$ cat config.mk
export PLATFORM = sky130hd
export DESIGN_NAME = fwd_hazard_unit
export DESIGN_NICKNAME = d
export VERILOG_FILES = /design/src/rtl/fwd_hazard_unit.sv
export SDC_FILE = /design/constraint.sdc
export NUM_CORES = 1
export LEC_CHECK = 0
export ABC_AREA = 1
export BUFFER_PORTS_ARGS = -buffer_cell sky130_fd_sc_hd__buf_4
export CAP_MARGIN = 10
export CORE_MARGIN = 2
export CORE_UTILIZATION = 54
export DETAILED_ROUTE_END_ITERATION = 12
export GPL_ROUTABILITY_DRIVEN = 1
export PLACE_DENSITY = 0.78
export SLEW_MARGIN = 20
export SYNTH_ARGS = -nofsm -noshare
export SYNTH_HDL_FRONTEND = slang
export SYNTH_SLANG_ARGS = --single-unit
$ cat constraint.sdc
create_clock -name clk -period 1.9 [get_ports clk]
set_input_delay 0.19 -clock clk [delete_from_list [all_inputs] [get_ports clk]]
set_output_delay 0.19 -clock clk [all_outputs]
set_load 0.02 [all_outputs]
$ cat src/rtl/fwd_hazard_unit.sv
// fwd_hazard_unit
//   Forwarding and load-use hazard control for the 5-stage LEGv8 pipeline.
//   Keeps a shadow copy of the register-index/control state held in ID/EX,
//   EX/MEM and MEM/WB, drives the EX-stage operand mux selects, and detects
//   load-use hazards in ID (stall PC and IF/ID, bubble ID/EX).
//
// Ports
//   clk, rst_n         rising-edge clock, asynchronous active-low reset
//   id_rn / id_rm      source register indices of the instruction in ID
//   id_uses_rn/_rm     ID instruction actually reads rn / rm
//   id_rd              destination register of the instruction in ID
//   id_reg_write       ID instruction writes the register file
//   id_mem_read        ID instruction is a load
//   flush              squash the instruction in ID (taken branch)
//   forward_a/_b       EX operand mux selects: 00 regfile, 01 MEM/WB, 10 EX/MEM
//   stall              load-use hazard this cycle
//   pc_write           PC enable
//   ifid_write         IF/ID enable
//   idex_bubble        load a bubble into ID/EX on this edge
module fwd_hazard_unit #(
  parameter int unsigned REG_W    = 5,
  parameter int unsigned ZERO_REG = 31
) (
  input  logic             clk,
  input  logic             rst_n,
  input  logic [REG_W-1:0] id_rn,
  input  logic [REG_W-1:0] id_rm,
  input  logic             id_uses_rn,
  input  logic             id_uses_rm,
  input  logic [REG_W-1:0] id_rd,
  input  logic             id_reg_write,
  input  logic             id_mem_read,
  input  logic             flush,
  output logic [1:0]       forward_a,
  output logic [1:0]       forward_b,
  output logic             stall,
  output logic             pc_write,
  output logic             ifid_write,
  output logic             idex_bubble
);

  localparam logic [REG_W-1:0] XZR = REG_W'(ZERO_REG);

  typedef struct packed {
    logic [REG_W-1:0] rn;
    logic [REG_W-1:0] rm;
    logic             uses_rn;
    logic             uses_rm;
    logic [REG_W-1:0] rd;
    logic             reg_write;
    logic             mem_read;
  } idex_t;

  typedef struct packed {
    logic [REG_W-1:0] rd;
    logic             reg_write;
  } wb_t;

  localparam idex_t IDEX_BUBBLE = '{
    rn:        XZR,
    rm:        XZR,
    uses_rn:   1'b0,
    uses_rm:   1'b0,
    rd:        XZR,
    reg_write: 1'b0,
    mem_read:  1'b0
  };

  localparam wb_t WB_BUBBLE = '{rd: XZR, reg_write: 1'b0};

  idex_t idex_q, idex_d;
  wb_t   exmem_q, exmem_d;
  wb_t   memwb_q;

  logic exmem_hit_a, exmem_hit_b;
  logic memwb_hit_a, memwb_hit_b;
  logic exmem_valid, memwb_valid;
  logic load_use;

  always_comb begin
    idex_d = idex_bubble ? IDEX_BUBBLE : '{
      rn:        id_rn,
      rm:        id_rm,
      uses_rn:   id_uses_rn,
      uses_rm:   id_uses_rm,
      rd:        id_rd,
      reg_write: id_reg_write,
      mem_read:  id_mem_read
    };
    exmem_d = '{rd: idex_q.rd, reg_write: idex_q.reg_write};
  end

  always_ff @(posedge clk or negedge rst_n) begin
    if (!rst_n) begin
      idex_q  <= IDEX_BUBBLE;
      exmem_q <= WB_BUBBLE;
      memwb_q <= WB_BUBBLE;
    end else begin
      idex_q  <= idex_d;
      exmem_q <= exmem_d;
      memwb_q <= exmem_q;
    end
  end

  // A producer only counts if it writes a real register; XZR writes are discarded.
  always_comb begin
    exmem_valid = exmem_q.reg_write && (exmem_q.rd != XZR);
    memwb_valid = memwb_q.reg_write && (memwb_q.rd != XZR);

    exmem_hit_a = idex_q.uses_rn && exmem_valid && (exmem_q.rd == idex_q.rn);
    exmem_hit_b = idex_q.uses_rm && exmem_valid && (exmem_q.rd == idex_q.rm);
    memwb_hit_a = idex_q.uses_rn && memwb_valid && (memwb_q.rd == idex_q.rn);
    memwb_hit_b = idex_q.uses_rm && memwb_valid && (memwb_q.rd == idex_q.rm);

    // EX/MEM checked first: the youngest producer wins.
    forward_a = 2'b00;
    if (exmem_hit_a)      forward_a = 2'b10;
    else if (memwb_hit_a) forward_a = 2'b01;

    forward_b = 2'b00;
    if (exmem_hit_b)      forward_b = 2'b10;
    else if (memwb_hit_b) forward_b = 2'b01;
  end

  // Flush overrides the stall: the dependent instruction is being squashed anyway.
  always_comb begin
    load_use = idex_q.mem_read && (idex_q.rd != XZR) &&
               ((id_uses_rn && (id_rn == idex_q.rd)) ||
                (id_uses_rm && (id_rm == idex_q.rd)));
    stall       = !flush && load_use;
    pc_write    = !stall;
    ifid_write  = !stall;
    idex_bubble = stall || flush;
  end

endmodule

==> After elaboration in Yosys (flattened, before gate mapping) <==
Cells that the tools add are included.
{ "word_totals": {"ff_bits": 31, "latchBits": 0, "ramBits": 0, "romBits": 0, "input_bits": 22, "wordCells": 44, "n_memories": 0} }
{ "classes": {"n_addsub": 0, "multipliers": 0, "n_div": 0, "n_lt_le_gt_ge": 0, "eq_ne": 9, "shift": 0, "muxes": 5, "bitwise_logic": 0, "n_reduce_logical": 19} }
{ "op_table": {"columns": ["cell", "count"], "rows": [
  ["$eq A5 B5 Y1", 6],
  ["$mux W19", 1],
  ["$logic_and A1 B1 Y1", 15],
  ["$ne A5 B5 Y1 const B", 3],
  ["$mux W2", 2],
  ["$logic_not A1 Y1", 2],
  ["$logic_or A1 B1 Y1", 2],
  ["$mux W1", 2]
]} }

==> Longest topological paths before layout <==
Gate-level depths: netlist of the first run.
{ "depth": {"word_depth": 7, "depth_mapped": 10} }

==> Worst setup path before layout of the first run <==
Ideal clock, no wire load.
{ "synth_timing": {"kind": "register to output", "from": "register idex_q (netlist bit exmem_d[2])", "to": "output port pc_write", "arrival_ps": 1737, "t_required_ps": 1710, "slack_ps": -27, "stages_incl_launch_ff": 11, "path_buffers": 1, "path_cell_list": "dfstp_2 inv_1 nand2_1 nand2_1 nor2_1 nand3_1 nand2_1 nand2_4 nor2_1 inv_1 buf_4"} }
{ "synth_between": {"elab_chain_len": 6, "elab_cells_between_ends": 10} }
{ "synth_rtl": {"columns": ["item", "line_no", "source"], "rows": [
  ["start: declaration", "71", "idex_t idex_q, idex_d;"],
  ["start signal: assignment", "99", "idex_q <= idex_d;"],
  ["$eq A5 B5 Y1, on equally long branches", "128, 129", null],
  ["$logic_and A1 B1 Y1, on equally long branches", "128, 129", null],
  ["$logic_or A1 B1 Y1", "128", "((id_uses_rn && (id_rn == idex_q.rd)) ||"],
  ["$logic_and A1 B1 Y1 (*)", "127", "load_use = idex_q.mem_read && (idex_q.rd != XZR) &&"],
  ["$logic_and A1 B1 Y1 (*)", "130", "stall = !flush && load_use;"],
  ["named net stall", "36", "output logic stall,"],
  ["$logic_not A1 Y1 (*)", null, null],
  ["end: declaration", "37", "output logic pc_write,"]
]} }
Mark *: on every way through the listed nets, which the timed path passes. The rest lies on a longest branch.

==> Worst setup path after layout of the first run <==
{ "layout_timing": {"from": "register idex_q (netlist bit exmem_d[1])", "to": "output port pc_write"} }
{ "layout_between": {"elab_chain_len": 6, "elab_cells_between_ends": 10} }
{ "layout_rtl": {"columns": ["item", "line_no", "source"], "rows": [
  ["$eq A5 B5 Y1, on equally long branches", "128, 129", null],
  ["$logic_and A1 B1 Y1, on equally long branches", "128, 129", null],
  ["$logic_or A1 B1 Y1", "128", null],
  ["$logic_and A1 B1 Y1 (*)", "127", null],
  ["$logic_and A1 B1 Y1 (*)", "130", null],
  ["$logic_not A1 Y1 (*)", "131", "pc_write = !stall;"]
]} }
Every way passes the cells marked *; elsewhere a longest branch is shown, timed or not.

==> impl_metrics.toml, run 1 <==
[run_status]
status = "finished, violations left"
violations = "setup timing"

[clocking]
cts.sinks = 31
cts_tree = "done"
insertion_delay_ns = 0.33
cts_made_buffers = 5
root_buffer = "clkbuf_4"
htreeDepth = 2
clock_path_buffers = 2
path_clk_slew_ns = 0.10

[routing]
drc = 0
route.vias.total = 1269
first_pass_iters = 4
vias_per_cell = 5.10
ant_nets = 0
drtIter0Drc = 38
detail_route.wl_per_cell_um = 13.4
wl_um = 3330

[place]
place_congestion = 0.897
io_buffers = 29
dpl-instance-area_mm2 = 0.00176
place_hpwl_um = 2300
post-place-ws_ns = 0.197

[critical_path]
slowest_stage = "dfstp_2"
cp-end-kind = "output port"
max_stage_delay_ns = 0.55
path_cells = "inv_2 > nand2_1 > nand2_1 > nor2_2 > nand3_2 > nand2_2 > nand2_4 > nor2_4 > inv_2 > buf_6"
reg2regPathDepth = 10
rrSetupSlack_ns = 0.38
start_kind = "flip-flop"
rr_startpoint = "exmem_d[3]"
r2r-end = "idex_q[7]"
crit_arrival_ns = 1.72
critPathKind = "reg -> out"
worstPathMaxFanout = 4
cp.required_ns = 1.71

[final_layout]
layout-drive-gt1-share = 0.436
fill_cells = 191
antennaDiodeCount = 0
area_growth_syn_to_layout_pct = 28.4
final_util = 0.721
design_area_mm2 = 0.00195
fin_nets = 239
multi_input_area_um2 = 639
ff_latch_area_um2 = 807

[sta]
final_hold_viol_count = 0
rsz0062_at_grt = "true"
hold_ws_ns = 0.0437
fmax_mhz = 524
slew_violations = 0
relSlewSlack = 0.754
setup_violations = 2
fin_crit_sh = 1.00
fin_ws_ns = -0.00932
worst_pin_slew_ns = 0.369
clock_skew_ns = 0.0133
period_minus_slack_ns = 1.91

[synthesis]
synth_xor_area_frac = 0.0748
synth_top_family_by_area = "simple AND/OR/NAND/NOR gates"
yosysSeqAreaShare = 0.530
synth_cell_types = 21
synthAdderAreaFrac = 0
postSynthNetCount = 197
syn_area_per_cell_um2 = 8.69
synth_common_cells = "42 x nand2_1, 25 x dfstp_2, 25 x inv_1"
ys_seq_elements = 31
synth_edf_count = 0
syn_inst = 175
synthSimpleGateAreaFrac = 0.266
ys_async_sr_fraction = 1.00
yosys-top-cells-area = "dfstp_2 43%, nand2_1 10%, dfrtp_1 9.9%"
synth_top_area_share = 0.432
yosys.area.top_type = "dfstp_2"
synth.most_common_cell = "nand2_1"
synthMuxAreaShare = 0
syn_area_mm2 = 0.00152
synth_compound_area_frac = 0.0395
synthFlopType = "dfstp_2"
yosysWarningCount = 0

[global_route]
grt_antenna_before_repair = 0
gr-total-overflow = 0
grt_pass1_wl_um = 5390
grt_max_degree = 32
grt_pass1_vias = 1296
grtUsageTotal = 0.225

[power]
p_leak_uw = 0.00101
power_density_mw_per_mm2 = 697
vdd_drop_max_v = 0.000687
p_total_uw = 1360

[min_path]
holdPathStages = 2
hp-start = "id_rd[2]"
min_path_type = "in -> reg"
holdPathEnd = "exmem_d[3]"

[floorplanning]
rows = 19
die_w_um = 57.1
die_y_um = 57.1
coreArea_mm2 = 0.00271
io-pin-count = 30
initial_core_util = 0.561
die_area_mm2 = 0.00326

[flow_run]
drv_cap = 0
how the worst max path moves through the flow:
stage	from	cells after the start	to
floorplan	exmem_d[2]	10	pc_write
global placement	exmem_d[5]	10	ifid_write
detailed placement	exmem_d[4]	10	pc_write
CTS	exmem_d[5]	10	pc_write
global route	exmem_d[2]	10	ifid_write
finish	exmem_d[1]	10	pc_write
placed cells by master, fill, tap and decap left out, types with 2 or more instances in the layout:
master,n
buf_4,37
buf_6,2
clkbuf_4,5
dfrtp_1,6
dfstp_2,25
inv_1,19
inv_2,7
nand2_1,38
nand2_2,4
nand3_1,13
nand3_2,3
nand3b_1,7
nor2_1,14
nor2_2,4
nor2_4,2
o2111ai_1,2
o21a_1,3
o21ai_0,3
or2_4,2
xnor2_1,8
xor2_1,5
cells by family after synthesis:
group                     count (synthesis)
buffers and inverters                    31
xor gates and xnor gates                 13
AOI/OAI and AO/OA                         9
and+or+nand+nor                          91
DFF                                      31
final cells by class:
type | instances | share of cell area
Timing Repair Buffer | 40 | 0.159
Multi-Input combinational cell | 113 | 0.327
Inverter | 26 | 0.0500
Clock inverter | 1 | 0.00256
Tap cell | 31 | 0.0199
Clock buffer | 7 | 0.0282
Sequential cell | 31 | 0.413
where the power goes:
group	internal (µW)	switching, µW	leakage (µW)
clock	179	217	0.0000353
sequential	718	31.4	0.000341
combinational	105	112	0.000632
critical path: cells and delay by family (launching register included):
family | cells | cell delay [ns]
buffers and inverters | 3 | 0.22
AND/OR/NAND/NOR | 7 | 0.60
flip-flops | 1 | 0.55
metrics by stage:
stage / TNS, ns / std cells
2_1_floorplan: 0 / 175
6_report: -0.0185 / 249
3_5_place_dp: 0 / 232
4_1_cts: 0 / 248
5_1_grt: -0.447 / 249
3_3_place_gp: 0 / 232
flip-flops by register name, summed over array words and instances (netlist names):
signal / flops
exmem_d: 6
idex_q: 13
memwb_q: 6
exmem_q: 6
layer usage:
layer,global-route usage,vias to the layer above,wire (µm)
met5,0,-,0
met4,0.133,0,154
met3,0.0748,18,171
met2,0.409,43,1810
met1,0.218,586,1200
li1,-,622,-
repair_timing:
item | CTS | global route
hold buffers | 1 | 0
resized for setup | 7 | 18
hold endpoints to repair | 6 | 0
cloned | 0 | 0
pin swaps | 6 | 15
endpoints found under the setup margin | 4 | 8
buffers inserted | 7 | 1
(Power assumes the default switching activity.)
==> inputs of run 2 (changes only) <==
==> constraint.sdc (replaced) <==
create_clock -name clk -period 1.9 [get_ports clk]
set_input_delay 0.285 -clock clk [delete_from_list [all_inputs] [get_ports clk]]
set_output_delay 0.285 -clock clk [all_outputs]
set_load 0.02 [all_outputs]
==> impl_metrics.toml, run 2 (synthesis gave the netlist of run 1 again) <==
[routing]
drc = 0
route.vias.total = 1265
first_pass_iters = 4
vias_per_cell = 4.98
drtIter0Drc = 22
detail_route.wl_per_cell_um = 13.2
wl_um = 3350
ant_nets = 0

[critical_path]
crit_arrival_ns = 1.74
cp.required_ns = 1.62
worstPathMaxFanout = 3
r2r-end = "idex_q[12]"
critPathKind = "reg -> out"
rr_startpoint = "exmem_d[2]"
reg2regPathDepth = 11
cp-end-kind = "output port"
start_kind = "flip-flop"
rrSetupSlack_ns = 0.19

[sta]
clock_skew_ns = 0.00695
period_minus_slack_ns = 2.03
worst_pin_slew_ns = 0.387
fmax_mhz = 494
relSlewSlack = 0.742
final_hold_viol_count = 0
fin_crit_sh = 1.07
setup_violations = 5
slew_violations = 0
rsz0062_at_grt = "true"
fin_ws_ns = -0.126

[power]
p_leak_uw = 0.00106
power_density_mw_per_mm2 = 739
vdd_drop_max_v = 0.000770

[clocking]
cts_made_buffers = 5
root_buffer = "clkbuf_4"
path_clk_slew_ns = 0.09
cts_tree = "done"
cts.sinks = 31
insertion_delay_ns = 0.33
htreeDepth = 2
clock_path_buffers = 2

[min_path]
holdPathStages = 2
hp-start = "id_rd[2]"
holdPathEnd = "exmem_d[3]"
min_path_type = "in -> reg"

[global_route]
grtUsageTotal = 0.224
grt_antenna_before_repair = 0
grt_pass1_wl_um = 5360
grt_pass1_vias = 1278
gr-total-overflow = 0
grt_max_degree = 32

[place]
place_congestion = 0.965
io_buffers = 29
post-place-ws_ns = 0.146
place_hpwl_um = 2380
dp_cells = 233

[run_status]
violations = "setup timing"
status = "finished, violations left"

[final_layout]
layout_commonest_cell = "buf_4"
final_cells = 254
area_growth_syn_to_layout_pct = 34.1
final_util = 0.753
antennaDiodeCount = 0
layout-drive-gt1-share = 0.466
largest_register = "idex_q"
fin_nets = 244
largest_register_ffs = 13
layout_common_cells = "39 x buf_4, 34 x nand2_1, 25 x dfstp_2"

[floorplanning]
initial_core_util = 0.561
die_w_um = 57.1
io-pin-count = 30
coreArea_mm2 = 0.00271
die_y_um = 57.1
die_area_mm2 = 0.00326
rows = 19

[flow_run]
drv_cap = 0
run 2: cell types whose count changed in the layout (fill, tap and decap cells not counted), sizes merged:
cell | before | now
clkbuf | 7 | 6
bufinv | 0 | 1
buf | 39 | 44
run 2: worst max path at each step:
stage	startpoint	end	slack [ns]
after floorplan	exmem_d[2]	pc_write	0.03
after global placement	exmem_d[5]	ifid_write	0.22
after detailed placement	exmem_d[5]	pc_write	0.15
after CTS	exmem_d[4]	pc_write	-0.08
after global routing	exmem_d[2]	ifid_write	-0.21
final	exmem_d[2]	pc_write	-0.13
run 2: report_power, final:
| group | internal [µW] | switching, µW |
|---|---|---|
| Clock | 311 | 220 |
| Combinational | 112 | 113 |
| Sequential | 719 | 33.4 |
run 2: critical path: stages (launching register included):
cell and delay (ns):
dfstp_2 0.55, inv_2 0.05, nand2_2 0.05, nand2_1 0.06, nor2_1 0.13, nand3_1 0.12
nand2_2 0.10, nand2_4 0.07, nor2_4 0.10, inv_2 0.05, buf_6 0.12
run 2: layer usage:
metal	GRT usage	vias to the layer above	wire length [µm]
li1	-	631	-
met2	0.407	35	1800
met1	0.235	587	1310
met5	0	-	0
met3	0.0635	12	141
met4	0.113	0	93
run 2: repair_timing:
item                                    CTS  global route
pin swaps                                10            10
hold endpoints to repair                  6             0
buffers inserted                          9             3
endpoints found under the setup margin    7             8
hold buffers                              1             0
resized for setup                        13            17
run 2: layout make-up:
class / count / area (µm²)
repair buffers: 45 / 359
well taps: 31 / 38.8
flip-flops and latches: 31 / 807
clock buffers: 6 / 51.3
inverters: 26 / 97.6
clock inverters: 2 / 35.0
multi-input cells: 113 / 652
fillers: 200 / 669
run 2: metrics by stage:
step	hold WS [ns]	TNS (ns)	cell area (µm²)	power, µW
floorplan	-0.0106	0	1520	860
detailed placement	0.226	0	1770	946
global route	0.138	-0.917	2040	1580
finish	0.146	-0.409	2040	1510
global placement	0.219	0	1770	938
CTS	0.129	-0.287	1970	1500
==> inputs of run 3 (changes only) <==
PLACE_DENSITY = 0.9   (was 0.78)
==> impl_metrics.toml, run 3 (synthesis gave the netlist of run 1 again) <==
[place]
dp_cells = 232
io_buffers = 29
post-place-ws_ns = 0.109
place_congestion = 0.991
place_hpwl_um = 2130

[critical_path]
crit_arrival_ns = 1.70
critPathKind = "reg -> out"
cp-end-kind = "output port"
path_cells = "buf_4 > nand4_1 > o21a_1 > nand2_4 > nor2_4 > inv_2 > buf_6"
start_kind = "flip-flop"
cp.required_ns = 1.62
slowest_stage = "dfstp_2"
max_stage_delay_ns = 0.55
worstPathMaxFanout = 4

[run_status]
status = "finished, violations left"
violations = "setup timing"

[routing]
vias_per_cell = 5.02
drc = 0
first_pass_iters = 4
drtIter0Drc = 30
wl_met1_um = 1230
route.met3.wl_um = 157
detail_route.wl_per_cell_um = 12.2
ant_nets = 0
route.met2.wl_um = 1630
wl_um = 3060
route.vias.total = 1261
top_layer_used = "met4"

[sta]
setup-tns-final_ns = -0.310
clock_skew_ns = 0.00442
worst_pin_slew_ns = 0.354
rsz0062_at_grt = "true"
relSlewSlack = 0.764
fin_ws_ns = -0.0867
fin_crit_sh = 1.05
slew_violations = 0
fmax_mhz = 503
period_minus_slack_ns = 1.99
setup_violations = 4
final_hold_viol_count = 0

[global_route]
grt_pass1_vias = 1184
grt_pass1_wl_um = 5180
grt_antenna_before_repair = 0
grt_max_degree = 32
grtUsageTotal = 0.213
gr-total-overflow = 0

[clocking]
cts_made_buffers = 5
path_clk_slew_ns = 0.08
cts_tree = "done"
htreeDepth = 2
clock_path_buffers = 2
cts.sinks = 31
root_buffer = "clkbuf_4"
insertion_delay_ns = 0.31

[floorplanning]
die_area_mm2 = 0.00326
coreArea_mm2 = 0.00271
io-pin-count = 30
initial_core_util = 0.561
die_y_um = 57.1
die_w_um = 57.1
rows = 19

[power]
clkPwrFrac = 0.264
switching_share = 0.255
vdd_drop_max_v = 0.000630
p_seq_frac = 0.576
power_density_mw_per_mm2 = 671
p_total_uw = 1300
p_leak_uw = 0.00101
combPwrFrac = 0.160
power.internal_uw = 970
p_sw_uw = 332

[final_layout]
antennaDiodeCount = 0
layout_commonest_cell = "nand2_1"
fin_nets = 241
layout-drive-gt1-share = 0.400
largest_register_ffs = 13
final_cells = 251
layout_common_cells = "40 x nand2_1, 37 x buf_4, 25 x dfstp_2"
area_growth_syn_to_layout_pct = 27.5
largest_register = "idex_q"
final_util = 0.716
fill_cells = 213

[min_path]
min_path_type = "in -> reg"

[flow_run]
drv_cap = 0
-- run 3: cell count changes in the layout (fill, tap and decap cells not counted), sizes merged --
cell    previous run  this run
clkbuf             6         8
clkinv             1         0
buf               44        41
bufinv             1         0
-- run 3: power groups by stage --
stage / combinational (µW) / sequential, µW / clock (µW)
final: 208 / 750 / 343
after global placement: 174 / 762 / 0
after CTS: 204 / 749 / 353
after global routing: 234 / 756 / 386
after floorplan: 106 / 753 / 0
after detailed placement: 179 / 763 / 0
-- run 3: worst paths after layout --
kind	end	start	slack [ns]	cells past startpoint
hold reg to reg	exmem_q[0]	exmem_d[0]	0.35	0
setup / recovery	pc_write	exmem_d[3]	-0.09	7
min in group asynchronous	memwb_q[0]	rst_n	0.42	2
max in group asynchronous	exmem_d[4]	rst_n	1.17	2
setup reg to reg	idex_q[9]	exmem_d[3]	0.25	7
hold / removal	exmem_d[2]	id_rd[1]	0.16	2
-- run 3: layout make-up --
cell class / instances / area (µm²) / area share
well taps: 31 / 38.8 / 0.0200
clock buffers: 8 / 48.8 / 0.0252
flip-flops and latches: 31 / 807 / 0.416
inverters: 26 / 97.6 / 0.0503
multi-input cells: 113 / 614 / 0.317
repair buffers: 42 / 333 / 0.172
-- run 3: through the flow --
step	instance area, µm²	hold slack (ns)
floorplan	1520	-0.0106
global placement	1760	0.221
detailed placement	1760	0.222
CTS	1920	0.149
global route	1940	0.147
finish	1940	0.159
-- run 3: per-layer routing --
layer | up-vias | GRT usage
li1 | 629 | -
met1 | 592 | 0.252
met2 | 35 | 0.374
met3 | 5 | 0.0476
met4 | 0 | 0.0897
met5 | - | 0
-- run 3: critical path: cells and delay by family, from the launching register on --
kind / cells / cell delay, ns
AO/OA/AOI/OAI: 1 / 0.25
buffers and inverters: 3 / 0.30
flip-flops: 1 / 0.55
AND/OR/NAND/NOR: 3 / 0.28
-- run 3: timing repair --
action / 4_1_cts / 5_1_grt
hold endpoints to repair: 6 / 0
pin swaps: 9 / 6
resized for setup: 15 / 4
endpoints found under the setup margin: 6 / 7
hold buffers: 1 / 0
setup buffers: 9 / 1
